`src/rtl/uart_pkg.sv`:
```
// Shared types for the serial program-load / readback path.
// Holds the readback streamer state encoding so checkers and the bench agree on it.
package uart_pkg;

    typedef enum logic [2:0] {
        IDLE        = 3'd0,
        READ        = 3'd1,
        WAIT_DATA   = 3'd2,
        SEND        = 3'd3,
        WAIT_ACCEPT = 3'd4,
        WAIT_FRAME  = 3'd5,
        DONE        = 3'd6
    } streamer_state_t;

endpackage

```
`src/rtl/edge_detect_rise.sv`:
```
// Rising-edge detector for an asynchronous level input: two synchroniser flops
// followed by a previous-value flop; emits a single-cycle pulse per rising edge.
module edge_detect_rise (
    input  logic i_clk,
    input  logic i_rst,
    input  logic i_level,
    output logic o_pulse
);

    logic [1:0] r_sync;
    logic       r_prev;

    always_ff @(posedge i_clk or posedge i_rst) begin
        if (i_rst) begin
            r_sync <= 2'b00;
            r_prev <= 1'b0;
        end else begin
            r_sync <= {r_sync[0], i_level};
            r_prev <= r_sync[1];
        end
    end

    assign o_pulse = r_sync[1] & ~r_prev;

endmodule

```
`src/rtl/ram_readback_streamer.sv`:
```
// Streams instruction RAM words 0..MAX_ADDRESS to uart_tx, one word per TX handshake.
// Handshake: tx_start is a 1-cycle request; the word is accepted once tx_busy rises and finished once it falls.
module ram_readback_streamer
    import uart_pkg::*;
#(
    parameter int N           = 2,
    parameter int MAX_ADDRESS = 3,
    parameter int DATA_W      = 8,
    parameter int RD_LATENCY  = 1
) (
    input  logic              clk,
    input  logic              rst,
    input  logic              start,
    output logic [N-1:0]      ram_addr,
    output logic              ram_rd_en,
    input  logic [DATA_W-1:0] ram_data,
    output logic [DATA_W-1:0] tx_data,
    output logic              tx_start,
    input  logic              tx_busy,
    output logic              busy,
    output logic              done,
    output streamer_state_t   dbg_state
);

    localparam logic [N-1:0] LAST_ADDR = N'(MAX_ADDRESS);
    localparam logic [1:0]   LAT_LAST  = 2'(RD_LATENCY - 1);

    streamer_state_t   r_state;
    streamer_state_t   w_next;
    logic [N-1:0]      r_addr;
    logic [1:0]        r_lat_cnt;
    logic [DATA_W-1:0] r_tx_data;
    logic              w_start_pulse;
    logic              w_lat_done;
    logic              w_addr_last;

    edge_detect_rise u_start_edge (
        .i_clk   (clk),
        .i_rst   (rst),
        .i_level (start),
        .o_pulse (w_start_pulse)
    );

    assign w_lat_done  = (r_lat_cnt == LAT_LAST);
    // Compared before incrementing, so MAX_ADDRESS = 2**N-1 never wraps.
    assign w_addr_last = (r_addr == LAST_ADDR);

    always_ff @(posedge clk or posedge rst) begin
        if (rst) begin
            r_state <= IDLE;
        end else begin
            r_state <= w_next;
        end
    end

    always_comb begin
        w_next = r_state;
        case (r_state)
            IDLE:        if (w_start_pulse) w_next = READ;
            READ:        w_next = WAIT_DATA;
            WAIT_DATA:   if (w_lat_done) w_next = SEND;
            SEND:        w_next = WAIT_ACCEPT;
            WAIT_ACCEPT: if (tx_busy) w_next = WAIT_FRAME;
            WAIT_FRAME:  if (!tx_busy) w_next = w_addr_last ? DONE : READ;
            DONE:        w_next = IDLE;
            default:     w_next = IDLE;
        endcase
    end

    always_ff @(posedge clk or posedge rst) begin
        if (rst) begin
            r_addr    <= '0;
            r_lat_cnt <= 2'd0;
            r_tx_data <= '0;
        end else begin
            case (r_state)
                IDLE: begin
                    if (w_start_pulse) r_addr <= '0;
                end
                READ: begin
                    r_lat_cnt <= 2'd0;
                end
                WAIT_DATA: begin
                    r_lat_cnt <= r_lat_cnt + 2'd1;
                    if (w_lat_done) r_tx_data <= ram_data;
                end
                WAIT_FRAME: begin
                    if (!tx_busy && !w_addr_last) r_addr <= r_addr + N'(1);
                end
                DONE: begin
                    r_addr <= '0;
                end
                default: begin
                end
            endcase
        end
    end

    // Strobes decode straight from the state register so an async reset clears them at once.
    assign ram_addr  = r_addr;
    assign ram_rd_en = (r_state == READ);
    assign tx_data   = r_tx_data;
    assign tx_start  = (r_state == SEND);
    assign busy      = (r_state != IDLE);
    assign done      = (r_state == DONE);
    assign dbg_state = r_state;

endmodule

```
`config.mk`:
```
export PLATFORM = sky130hd
export DESIGN_NAME = ram_readback_streamer
export DESIGN_NICKNAME = d
export VERILOG_FILES = /design/src/rtl/uart_pkg.sv /design/src/rtl/edge_detect_rise.sv /design/src/rtl/ram_readback_streamer.sv
export SDC_FILE = /design/constraint.sdc
export NUM_CORES = 1
export LEC_CHECK = 0
export ABC_AREA = 0
export BUFFER_PORTS_ARGS = -buffer_cell sky130_fd_sc_hd__buf_4
export CORE_ASPECT_RATIO = 1.25
export CORE_MARGIN = 10
export CORE_UTILIZATION = 51
export CTS_CLUSTER_DIAMETER = 40
export DETAILED_ROUTE_END_ITERATION = 16
export GPL_TIMING_DRIVEN = 0
export PLACE_DENSITY = 0.81
export SLEW_MARGIN = 20
export SYNTH_ARGS = -nofsm -noshare
export SYNTH_HDL_FRONTEND = slang
export SYNTH_SLANG_ARGS = --single-unit
export TNS_END_PERCENT = 20
```
`constraint.sdc`:
```
create_clock -name clk -period 2.18 [get_ports clk]
set_input_delay 0.218 -clock clk [delete_from_list [all_inputs] [get_ports clk]]
set_output_delay 0.218 -clock clk [all_outputs]
set_load 0.02 [all_outputs]
```
# == Word level (Yosys, flattened, before mapping) ==
# Index checks and enable logic that the tools add are counted.
# word_totals
register_bits,18
wordCells,43
out_inout_bits,17
# op_classes
muxes,10
reduce_logical,11
n_eq_ne,12
add_sub_neg,2
bitwise,2
# ops
operator,n
$pmux W3 S6,1
$mux W3,5
$eq A3 B3 Y1 const B,3
$ne A2 B2 Y1 const B,4
$eq A3 B2 Y1 const B,2
$pmux W2 S3,1
$reduce_bool A3 Y1,2
$add A2 B1 Y2 const B,2
$mux W2,2
$pmux W2 S2,1
$reduce_and A4 Y1,1
$eq A3 B1 Y1 const B,1
$logic_not A3 Y1,1
$reduce_and A3 Y1,1
$eq A2 B2 Y1 const B,1
$logic_not A1 Y1,2
$logic_not A2 Y1,1
$ne A2 B1 Y1 const B,1
$reduce_and A2 Y1,1
$reduce_bool A2 Y1,1
$and A1 B1 Y1,1
$logic_and A1 B1 Y1,1
$not A1 Y1,1

# == Depth between registers and ports, before layout ==
# Gate-level depths: netlist of run 1.
# logic_depth
word_depth,5
ltp_mapped,5
ltp_nobuf,5

# == Hierarchy ==
# From an unflattened synthesis of run 1, not the netlist that was laid out.
# unflattened
cells_unflattened,77
area_unflattened_um2,953.4
# by_module_without_submodules
mod,cells_per_inst,area_per_inst_um2,seq_area_each_um2,instances
ram_readback_streamer,72,860.8,375.4,1
edge_detect_rise,5,92.6,75.1,1

# == Worst setup path after synthesis of run 1 ==
# Ideal clock, no wire load.
# synth_timing
path_type,register to register
startpoint,reg r_addr[0] (netlist: ram_addr[0])
endpoint,reg r_addr[0] (netlist: ram_addr[0])
setup_time_ns,0.125
n_path_buf,0
path_slack_ns,0.662
arrival_ns,1.393
stages_incl_launch_ff,6
cell_sequence,dfrtp_1 > ha_1 > nand2b_1 > o211ai_1 > o211ai_1 > mux2_2
# synth_between
elab_chain_cells,5
# synth_rtl
element,line_no,rtl
"start, declared",ram_readback_streamer.sv:30,logic [N-1:0] r_addr;
"start signal, assigned",ram_readback_streamer.sv:88,if (!tx_busy && !w_addr_last) r_addr <= r_addr + N'(1);
"parallel branches: the longest is 5 deep, another holds $add A2 B1 Y2",-,
# Several ways; the timed one is not identified. The select of a mux whose other input is x is not followed.
# A chain may end at the register's enable or synchronous reset.

# == Worst setup path after layout of run 1 ==
# layout_timing
startpoint,reg r_state[1] (netlist: dbg_state[1])
endpoint,out busy
# layout_between
elab_chain_cells,1
# layout_rtl
element,line_no,rtl
"start, declared",ram_readback_streamer.sv:28,streamer_state_t r_state;
"start signal, assigned",ram_readback_streamer.sv:52,r_state <= w_next;
$reduce_bool A3 Y1,ram_readback_streamer.sv:104,assign busy = (r_state != IDLE);
"end, declared",ram_readback_streamer.sv:20,"output logic busy,"
# Every way passes these cells.

==> impl_metrics.yaml, run 1 <==
run_status:
  status: "finished clean"
synth:
  avgSynthCellArea_um2: 12.1
  ys_warn_count: 0
  syn_nets: 83
  netlist_instances: 69
  seq_area_frac_synth: 0.541
  synth_seq_cells: 18
  synth_area_um2: 833
  netlist-cell-type-count: 23
critical_path:
  arrival_ns: 1.43
  worst_ep_required_time_ns: 1.96
  crit_path_start: "dbg_state[1]$_DFFE_PP0P_"
  worst-path-max-fanout: 10
  cp-end-kind: "primary output"
  r2r-start: "ram_addr[0]$_DFFE_PP0P_"
  crit_path_start_kind: "flip-flop"
  path_class: "flip-flop to primary output"
clocking:
  hold_buffers: 0
  cts.sinks: 18
  clock_latency_ns: 0.29
  post_cts_buffers: 0
  cts_buffer_depth: 2
  postCtsResizedCells: 0
  cts_buffers: 3
  clockRootBuffer: "clkbuf_4"
  cts_tree: "done"
  h-tree-depth: 1
  clk_pin_slew_ns: 0.09
floorplanning:
  die_w_um: 56.2
  fp.dieArea_mm2: 0.00366
  core_area_mm2: 0.00156
  dieHeight_um: 65.2
  pin_count: 29
  start_util: 0.534
  fp-row-count: 16
timing:
  hold_viol: 0
  tightest_slew_ns: 0.680
  slew_viol_final: 0
  finalCritPeriodShare: 0.757
  final.setup.tns_ns: 0
  relSlewSlack: 0.546
  max_freq_mhz: 606
  rsz0062_at_grt: "no"
  post-route-min-period_ns: 1.65
  setup_slack_ns: 0.529
  clock-skew-final_ns: 0.00446
  setup_viol: 0
placed_design:
  place.gp.congestion: 0.669
  dp_slack_ns: 0.671
  io_buffers: 28
  dpl.hpwl_mm: 1.43
routing:
  wl_mm: 1.78
  viasPerCell: 5.33
  vias: 629
  ant_nets: 0
  drt_iter0_drc: 28
  firstDrtPassIters: 4
  drc: 0
  routedWlPerCell_um: 15.1
pwr:
  p_per_area_mw_per_mm2: 1480
  p_leak_nw: 0.544
  ir_drop_mv: 0.926
  p_total_mw: 1.61
grt:
  antenna_found_initial: 0
  grt_start_max_net_pins: 19
  grt_first_pass_wirelength_mm: 2.84
  grt-ovfl-total: 0
  grt_pass1_vias: 600
  grt_usage: 0.0959
layout:
  fillers: 127
  fin_nets: 116
  num_antenna_cells: 0
  final_util: 0.697
  area_delta_synth_final_pct: 30.6
  final_layout_size_suffix_gt1_frac: 0.470
flow_run:
  drv_cap: 0
worst_hold_path:
  hp-class: "primary input to asynchronous set/reset pin"
[area by class of cell]
| type | instances | area [um2] | share of cell area |
|---|---|---|---|
| plain buffers | 4 | 35.0 | 0.0322 |
| clock buffers | 3 | 22.5 | 0.0207 |
| inverters | 6 | 22.5 | 0.0207 |
| multi-input cells | 41 | 325 | 0.299 |
| flip-flops and latches | 18 | 450 | 0.414 |
| well taps | 18 | 22.5 | 0.0207 |
| repair buffers | 28 | 210 | 0.193 |
[sequential cells by signal (all words and copies together) (netlist names)]
name / count
ram_addr: 2
u_start_edge.r_prev: 1
u_start_edge.r_sync: 2
dbg_state: 3
tx_data: 8
r_lat_cnt: 2
[routing by layer]
layer | global-route usage | routed length [um] | vias to the layer above
met5 | 0 | 0 | -
met2 | 0.157 | 838 | 26
met4 | 0.0452 | 25 | 0
met1 | 0.0907 | 674 | 300
met3 | 0.0654 | 244 | 2
li1 | - | - | 301
[synthesized netlist by cell type (all sizes together)]
| cell | number | area share |
|---|---|---|
| dfrtp | 18 | 0.54 |
| o21ai | 1 | 0.0060 |
| buf | 4 | 0.042 |
| ha | 2 | 0.030 |
| a22o | 4 | 0.042 |
| or3 | 2 | 0.015 |
| nor3 | 1 | 0.0060 |
| nand2 | 1 | 0.0045 |
| o22ai | 1 | 0.0075 |
| o211ai | 2 | 0.018 |
| or2b | 1 | 0.0090 |
| a21oi | 2 | 0.012 |
| nor2 | 6 | 0.036 |
| inv | 6 | 0.027 |
| and2 | 1 | 0.0075 |
| mux2 | 10 | 0.14 |
| and3 | 2 | 0.021 |
| o32ai | 1 | 0.011 |
| nand2b | 4 | 0.030 |
[cells in the final DEF, fill, tap and decap left out, types with 2 or more instances in the layout]
cell	synthesis	final
buf_6	2	2
a22o_1	4	4
buf_4	1	29
ha_1	2	2
a21oi_1	2	2
inv_1	6	6
clkbuf_4	0	3
dfrtp_1	18	18
or3_1	2	2
nand2b_1	4	4
o211ai_1	2	2
mux2_2	10	10
nor2_1	5	5
[through the flow]
step / instance area [um2] / instances / hold slack [ns]
3_5_place_dp: 1070 / 115 / 0.329
3_3_place_gp: 1070 / 115 / 0.328
5_1_grt: 1090 / 118 / 0.0153
4_1_cts: 1090 / 118 / 0.0180
2_1_floorplan: 833 / 69 / 0.157
6_report: 1090 / 118 / 0.0247
[report_power, final]
group	switching [mW]	total, mW	leakage (nW)	internal, mW
Combinational	0.475	0.920	0.308	0.445
Sequential	0.0690	0.528	0.222	0.459
Clock	0.0946	0.159	0.0138	0.0643
[worst paths after layout]
kind,cells after the start,to,slack (ns)
max,3,busy,0.53
min,2,u_start_edge.r_prev$_DFF_PP0_,0.02
max reg2reg,5,ram_addr[0]$_DFFE_PP0P_,0.66
min reg2reg,0,u_start_edge.r_sync[1]$_DFF_PP0_,0.37
max in group asynchronous,2,r_lat_cnt[1]$_DFFE_PP0P_,1.72
min in group clk,1,u_start_edge.r_sync[0]$_DFF_PP0_,0.03
[worst max-delay path, cell delays in order (launching register included)]
cell     delay, ns
dfrtp_1       0.40
buf_2         0.18
or3_1         0.38
buf_4         0.17
[kinds of logic after synthesis]
group,share of synthesized area
AOI/OAI and AO/OA,0.0961
muxes,0.135
buffers and inverters,0.0691
adders and majority gates,0.0300
and+or+nand+nor,0.129
DFF,0.541
No activity file was read; power rests on OpenSTA's default activity.
==> run 2, diff against run 1 <==
--- a/config.mk
+++ b/config.mk
@@ -9,11 +9,11 @@
 export BUFFER_PORTS_ARGS = -buffer_cell sky130_fd_sc_hd__buf_4
 export CORE_ASPECT_RATIO = 1.25
 export CORE_MARGIN = 10
-export CORE_UTILIZATION = 51
+export CORE_UTILIZATION = 43
 export CTS_CLUSTER_DIAMETER = 40
 export DETAILED_ROUTE_END_ITERATION = 16
 export GPL_TIMING_DRIVEN = 0
-export PLACE_DENSITY = 0.81
+export PLACE_DENSITY = 0.73
 export SLEW_MARGIN = 20
 export SYNTH_ARGS = -nofsm -noshare
 export SYNTH_HDL_FRONTEND = slang
==> constraint.sdc (replaced) <==
create_clock -name clk -period 1.5 [get_ports clk]
set_input_delay 0.15 -clock clk [delete_from_list [all_inputs] [get_ports clk]]
set_output_delay 0.15 -clock clk [all_outputs]
set_load 0.02 [all_outputs]
==> impl_metrics.yaml, run 2 (synthesized netlist as in run 1, its figures left out) <==
run_status:
  status: "finished, violations left"
  violations: "negative setup slack"
layout:
  fin_nets: 128
  ff_latch_area_um2: 454
  multi_input_comb_area_um2: 354
  final_layout_size_suffix_gt1_frac: 0.566
  fillers: 117
  area_delta_synth_final_pct: 48.5
  layout_commonest_cell: "buf_4"
  largest_reg_flops: 8
  fin_area_mm2: 0.00124
  layout_common_cells: "39 x buf_4, 15 x dfrtp_1, 9 x mux2_2"
  final_cells: 132
  num_antenna_cells: 0
critical_path:
  crit_path_end: "ram_addr[0]$_DFFE_PP0P_"
  worst_ep_required_time_ns: 1.69
  arrival_ns: 1.74
  path_class: "flip-flop to flip-flop"
  worst-path-max-fanout: 3
  r2r-end: "ram_addr[0]$_DFFE_PP0P_"
  r2r-start: "ram_addr[1]$_DFFE_PP0P_"
  cp-end-kind: "flip-flop"
  rrSetupSlack_ns: -0.05
  crit_path_start: "ram_addr[1]$_DFFE_PP0P_"
  reg2reg_depth: 5
  crit_path_start_kind: "flip-flop"
timing:
  rsz0062_at_grt: "yes"
  post-route-min-period_ns: 1.55
  finalCritPeriodShare: 1.04
  setup_slack_ns: -0.0533
  tightest_slew_ns: 0.661
  hold_viol: 0
  relSlewSlack: 0.559
  clock-skew-final_ns: 0.00525
  slew_viol_final: 0
  setup_viol: 1
  max_freq_mhz: 644
placed_design:
  post-place-cells: 116
  placed_cell_area_mm2: 0.00107
  place.gp.congestion: 0.701
  io_buffers: 28
  dpl.hpwl_mm: 1.43
pwr:
  p_leak_nw: 0.607
  ir_drop_mv: 1.31
  p_per_area_mw_per_mm2: 2120
routing:
  drc: 0
  ant_nets: 0
  viasPerCell: 5.32
  routedWlPerCell_um: 16.0
  firstDrtPassIters: 4
  drt_iter0_drc: 23
  vias: 702
  wl_mm: 2.11
floorplanning:
  fp-row-count: 17
  core_area_mm2: 0.00181
  fp.dieArea_mm2: 0.00411
  dieHeight_um: 69.2
  pin_count: 29
  die_w_um: 59.4
  start_util: 0.461
grt:
  grt_first_pass_wirelength_mm: 3.15
  grt_start_max_net_pins: 19
  antenna_found_initial: 0
  grt-ovfl-total: 0
  grt_pass1_vias: 712
  grt_usage: 0.0947
worst_hold_path:
  hold_depth: 2
  hp-class: "primary input to flip-flop"
clocking:
  cts_buffer_depth: 2
  cts_tree: "done"
  clock_latency_ns: 0.29
  cts_buffers: 3
  cts.sinks: 18
  clockRootBuffer: "clkbuf_4"
  clk_pin_slew_ns: 0.10
  h-tree-depth: 1
flow_run:
  drv_cap: 0
==> run 2: cell count changes in the layout (fill, tap and decap cells not counted), moves of 2 or more <==
cell           previous run  this run
dfrtp_1                  18        15
buf_4                    29        39
dfrtp_2                   0         3
dlygate4sd3_1             0         2
==> run 2: layout make-up <==
| class | count | area share |
|---|---|---|
| well taps | 19 | 0.0192 |
| plain buffers | 2 | 0.0182 |
| inverters | 6 | 0.0182 |
| flip-flops and latches | 18 | 0.367 |
| multi-input cells | 41 | 0.286 |
| repair buffers | 42 | 0.262 |
| clock buffers | 4 | 0.0293 |
==> run 2: repair_timing <==
action | CTS | global route
buffers inserted | 4 | 8
pin swaps | 0 | 2
hold buffers | 2 | 0
setup endpoints to repair | 3 | 10
gates resized for setup | 6 | 3
endpoints found under the hold margin | 19 | 0
==> run 2: layer usage <==
layer / track usage / vias up / wire, um / share of wire
met1: 0.0934 / 355 / 710 / 0.34
met4: 0.0382 / 0 / 30 / 0.014
li1: - / 326 / - / -
met3: 0.0402 / 4 / 151 / 0.072
met2: 0.164 / 17 / 1220 / 0.58
met5: 0 / - / 0 / 0
==> run 2: metrics by stage <==
step	hold WS (ns)	TNS [ns]	setup WS, ns	total power [mW]	utilization
2_1_floorplan	0.0885	0	0.00343	1.65	-
3_3_place_gp	0.260	-0.0151	-0.0151	2.09	0.591
3_5_place_dp	0.261	-0.0802	-0.0802	2.14	0.591
4_1_cts	0.0764	-0.0168	-0.0168	2.55	0.649
5_1_grt	0.0819	-0.159	-0.102	2.78	0.684
6_report	0.0802	-0.0533	-0.0533	2.62	0.684
==> run 2: where the power goes <==
| part | leakage, nW | total [mW] | switching [mW] | internal (mW) |
|---|---|---|---|---|
| sequential | 0.218 | 0.814 | 0.141 | 0.673 |
| clock | 0.0210 | 0.298 | 0.150 | 0.148 |
| combinational | 0.369 | 1.51 | 0.716 | 0.795 |
==> run 2: worst max-delay path: stages (launching register included) <==
cell      delay, ns
dfrtp_1        0.45
ha_4           0.18
nand2b_4       0.14
o211ai_1       0.20
o211ai_1       0.19
mux2_4         0.30
==> run 2: worst min-delay path by stage <==
stage	from	end	slack, ns
after floorplan	rst	dbg_state[0]$_DFFE_PP0P_	0.09
after global placement	start	u_start_edge.r_sync[0]$_DFF_PP0_	0.26
after detailed placement	start	u_start_edge.r_sync[0]$_DFF_PP0_	0.26
after CTS	ram_data[2]	tx_data[2]$_DFFE_PP0P_	0.08
after global routing	ram_data[2]	tx_data[2]$_DFFE_PP0P_	0.08
final	ram_data[2]	tx_data[2]$_DFFE_PP0P_	0.08
==> run 3, diff against run 2 <==
--- a/config.mk
+++ b/config.mk
@@ -6,14 +6,13 @@
 export NUM_CORES = 1
 export LEC_CHECK = 0
 export ABC_AREA = 0
-export BUFFER_PORTS_ARGS = -buffer_cell sky130_fd_sc_hd__buf_4
-export CORE_ASPECT_RATIO = 1.25
 export CORE_MARGIN = 10
-export CORE_UTILIZATION = 43
+export CORE_UTILIZATION = 53
 export CTS_CLUSTER_DIAMETER = 40
 export DETAILED_ROUTE_END_ITERATION = 16
+export DONT_BUFFER_PORTS = 1
 export GPL_TIMING_DRIVEN = 0
-export PLACE_DENSITY = 0.73
+export PLACE_DENSITY = 0.71
 export SLEW_MARGIN = 20
 export SYNTH_ARGS = -nofsm -noshare
 export SYNTH_HDL_FRONTEND = slang
==> impl_metrics.yaml, run 3 (synthesized netlist as in run 1, its figures left out) <==
pwr:
  ir_drop_mv: 1.10
  p_leak_nw: 0.459
  p_per_area_mw_per_mm2: 2140
timing:
  tightest_slew_ns: 0.662
  hold_viol: 0
  slew_viol_final: 0
  post-route-min-period_ns: 1.54
  clock-skew-final_ns: 0.00469
  rsz0062_at_grt: "yes"
  max_freq_mhz: 650
  setup_slack_ns: -0.0392
  setup_viol: 1
  relSlewSlack: 0.558
  finalCritPeriodShare: 1.03
placed_design:
  dp_slack_ns: -0.113
  dpl.hpwl_mm: 1.18
  place.gp.congestion: 0.821
  io_buffers: 0
layout:
  area_delta_synth_final_pct: 27.9
  final_util: 0.716
  final_layout_size_suffix_gt1_frac: 0.400
  fillers: 95
  fin_nets: 100
  largest_reg_flops: 8
  num_antenna_cells: 0
  layout_common_cells: "13 x dfrtp_1, 9 x mux2_2, 9 x dlygate4sd3_1"
  layout_commonest_cell: "dfrtp_1"
routing:
  wl_met2_um: 902
  vias: 567
  firstDrtPassIters: 4
  routedWlPerCell_um: 17.5
  drc: 0
  ant_nets: 0
  drt_iter0_drc: 10
  top_layer_used: "met3"
  viasPerCell: 5.61
  wl_met1_um: 692
  route.met3.wl_um: 167
  wl_mm: 1.76
clocking:
  h-tree-depth: 1
  clockRootBuffer: "clkbuf_4"
  cts_buffer_depth: 2
  cts_tree: "done"
  clock_latency_ns: 0.29
  cts_buffers: 3
  cts.sinks: 18
  clk_pin_slew_ns: 0.11
run_status:
  status: "finished, violations left"
  violations: "negative setup slack"
worst_hold_path:
  hp-class: "primary input to flip-flop"
grt:
  grt_pass1_vias: 601
  grt_first_pass_wirelength_mm: 2.95
  grt-ovfl-total: 0
  grt_usage: 0.104
  grt_start_max_net_pins: 19
  antenna_found_initial: 0
flow_run:
  drv_cap: 0
floorplanning:
  pin_count: 29
  start_util: 0.560
  core_area_mm2: 0.00149
  dieHeight_um: 59.7
  die_w_um: 59.7
  fp.dieArea_mm2: 0.00356
  fp-row-count: 14
critical_path:
  path_class: "flip-flop to flip-flop"
  arrival_ns: 1.72
  worst_ep_required_time_ns: 1.68
  crit_path_start_kind: "flip-flop"
  cp-end-kind: "flip-flop"
  worst-path-max-fanout: 3
-- run 3: changes by cell type in the layout (fill, tap and decap cells not counted), sizes merged --
cell / delta
dlygate4sd3: +7
buf: -35
-- run 3: path summary, 6_finish.rpt --
| kind | start | to | slack (ns) | depth (start not counted) |
|---|---|---|---|---|
| setup / recovery | ram_addr[0]$_DFFE_PP0P_ | ram_addr[0]$_DFFE_PP0P_ | -0.04 | 5 |
| hold / removal | ram_data[0] | tx_data[0]$_DFFE_PP0P_ | 0.01 | 1 |
| setup reg to reg | ram_addr[0]$_DFFE_PP0P_ | ram_addr[0]$_DFFE_PP0P_ | -0.04 | 5 |
| hold reg to reg | u_start_edge.r_sync[0]$_DFF_PP0_ | u_start_edge.r_sync[1]$_DFF_PP0_ | 0.36 | 0 |
| max in group asynchronous | rst | dbg_state[0]$_DFFE_PP0P_ | 0.65 | 2 |
| min in group asynchronous | rst | r_lat_cnt[0]$_DFFE_PP0P_ | 0.39 | 2 |
-- run 3: final cells by class --
class                           count  area, um2  area share
Buffer                              3       33.8      0.0317
Tap cell                           16       20.0      0.0188
Timing Repair Buffer               13        120       0.113
Multi-Input combinational cell     41        377       0.353
Sequential cell                    18        457       0.428
Clock buffer                        4       36.3      0.0340
Inverter                            6       22.5      0.0211
-- run 3: routing by layer --
metal | global-route usage | vias to the layer above
met4 | 0.0288 | 0
li1 | - | 273
met2 | 0.168 | 17
met1 | 0.123 | 277
met3 | 0.0424 | 0
met5 | 0 | -
-- run 3: report_power, final --
part	internal, mW	leakage, nW	switching, mW
Sequential	0.674	0.215	0.324
Clock	0.148	0.0210	0.148
Combinational	0.506	0.224	0.478
Total	1.33	0.459	0.949
-- run 3: timing repair --
action                                  in CTS  in global routing
pin swaps                                    1                  6
hold buffers                                 7                  2
buffers inserted                             3                  1
resized for setup                           16                  2
endpoints found under the hold margin       24                  2
endpoints found under the setup margin      15                 14
-- run 3: stage by stage --
step / TNS [ns] / hold WS, ns / instances / instance area [um2] / power (mW)
floorplan: 0 / 0.0885 / 69 / 835 / 1.65
global placement: -0.502 / 0.168 / 85 / 855 / 1.78
detailed placement: -0.628 / 0.171 / 85 / 855 / 1.81
CTS: -0.0464 / 0.000239 / 98 / 1030 / 2.26
global route: -0.565 / 0.00136 / 101 / 1070 / 2.44
finish: -0.0392 / 0.0124 / 101 / 1070 / 2.28
-- run 3: critical path: stages (launching register included) --
cell and delay, ns:
dfrtp_2 0.50, ha_4 0.18, nand2b_4 0.14, o211ai_1 0.17, o211ai_1 0.16, mux2_4 0.29
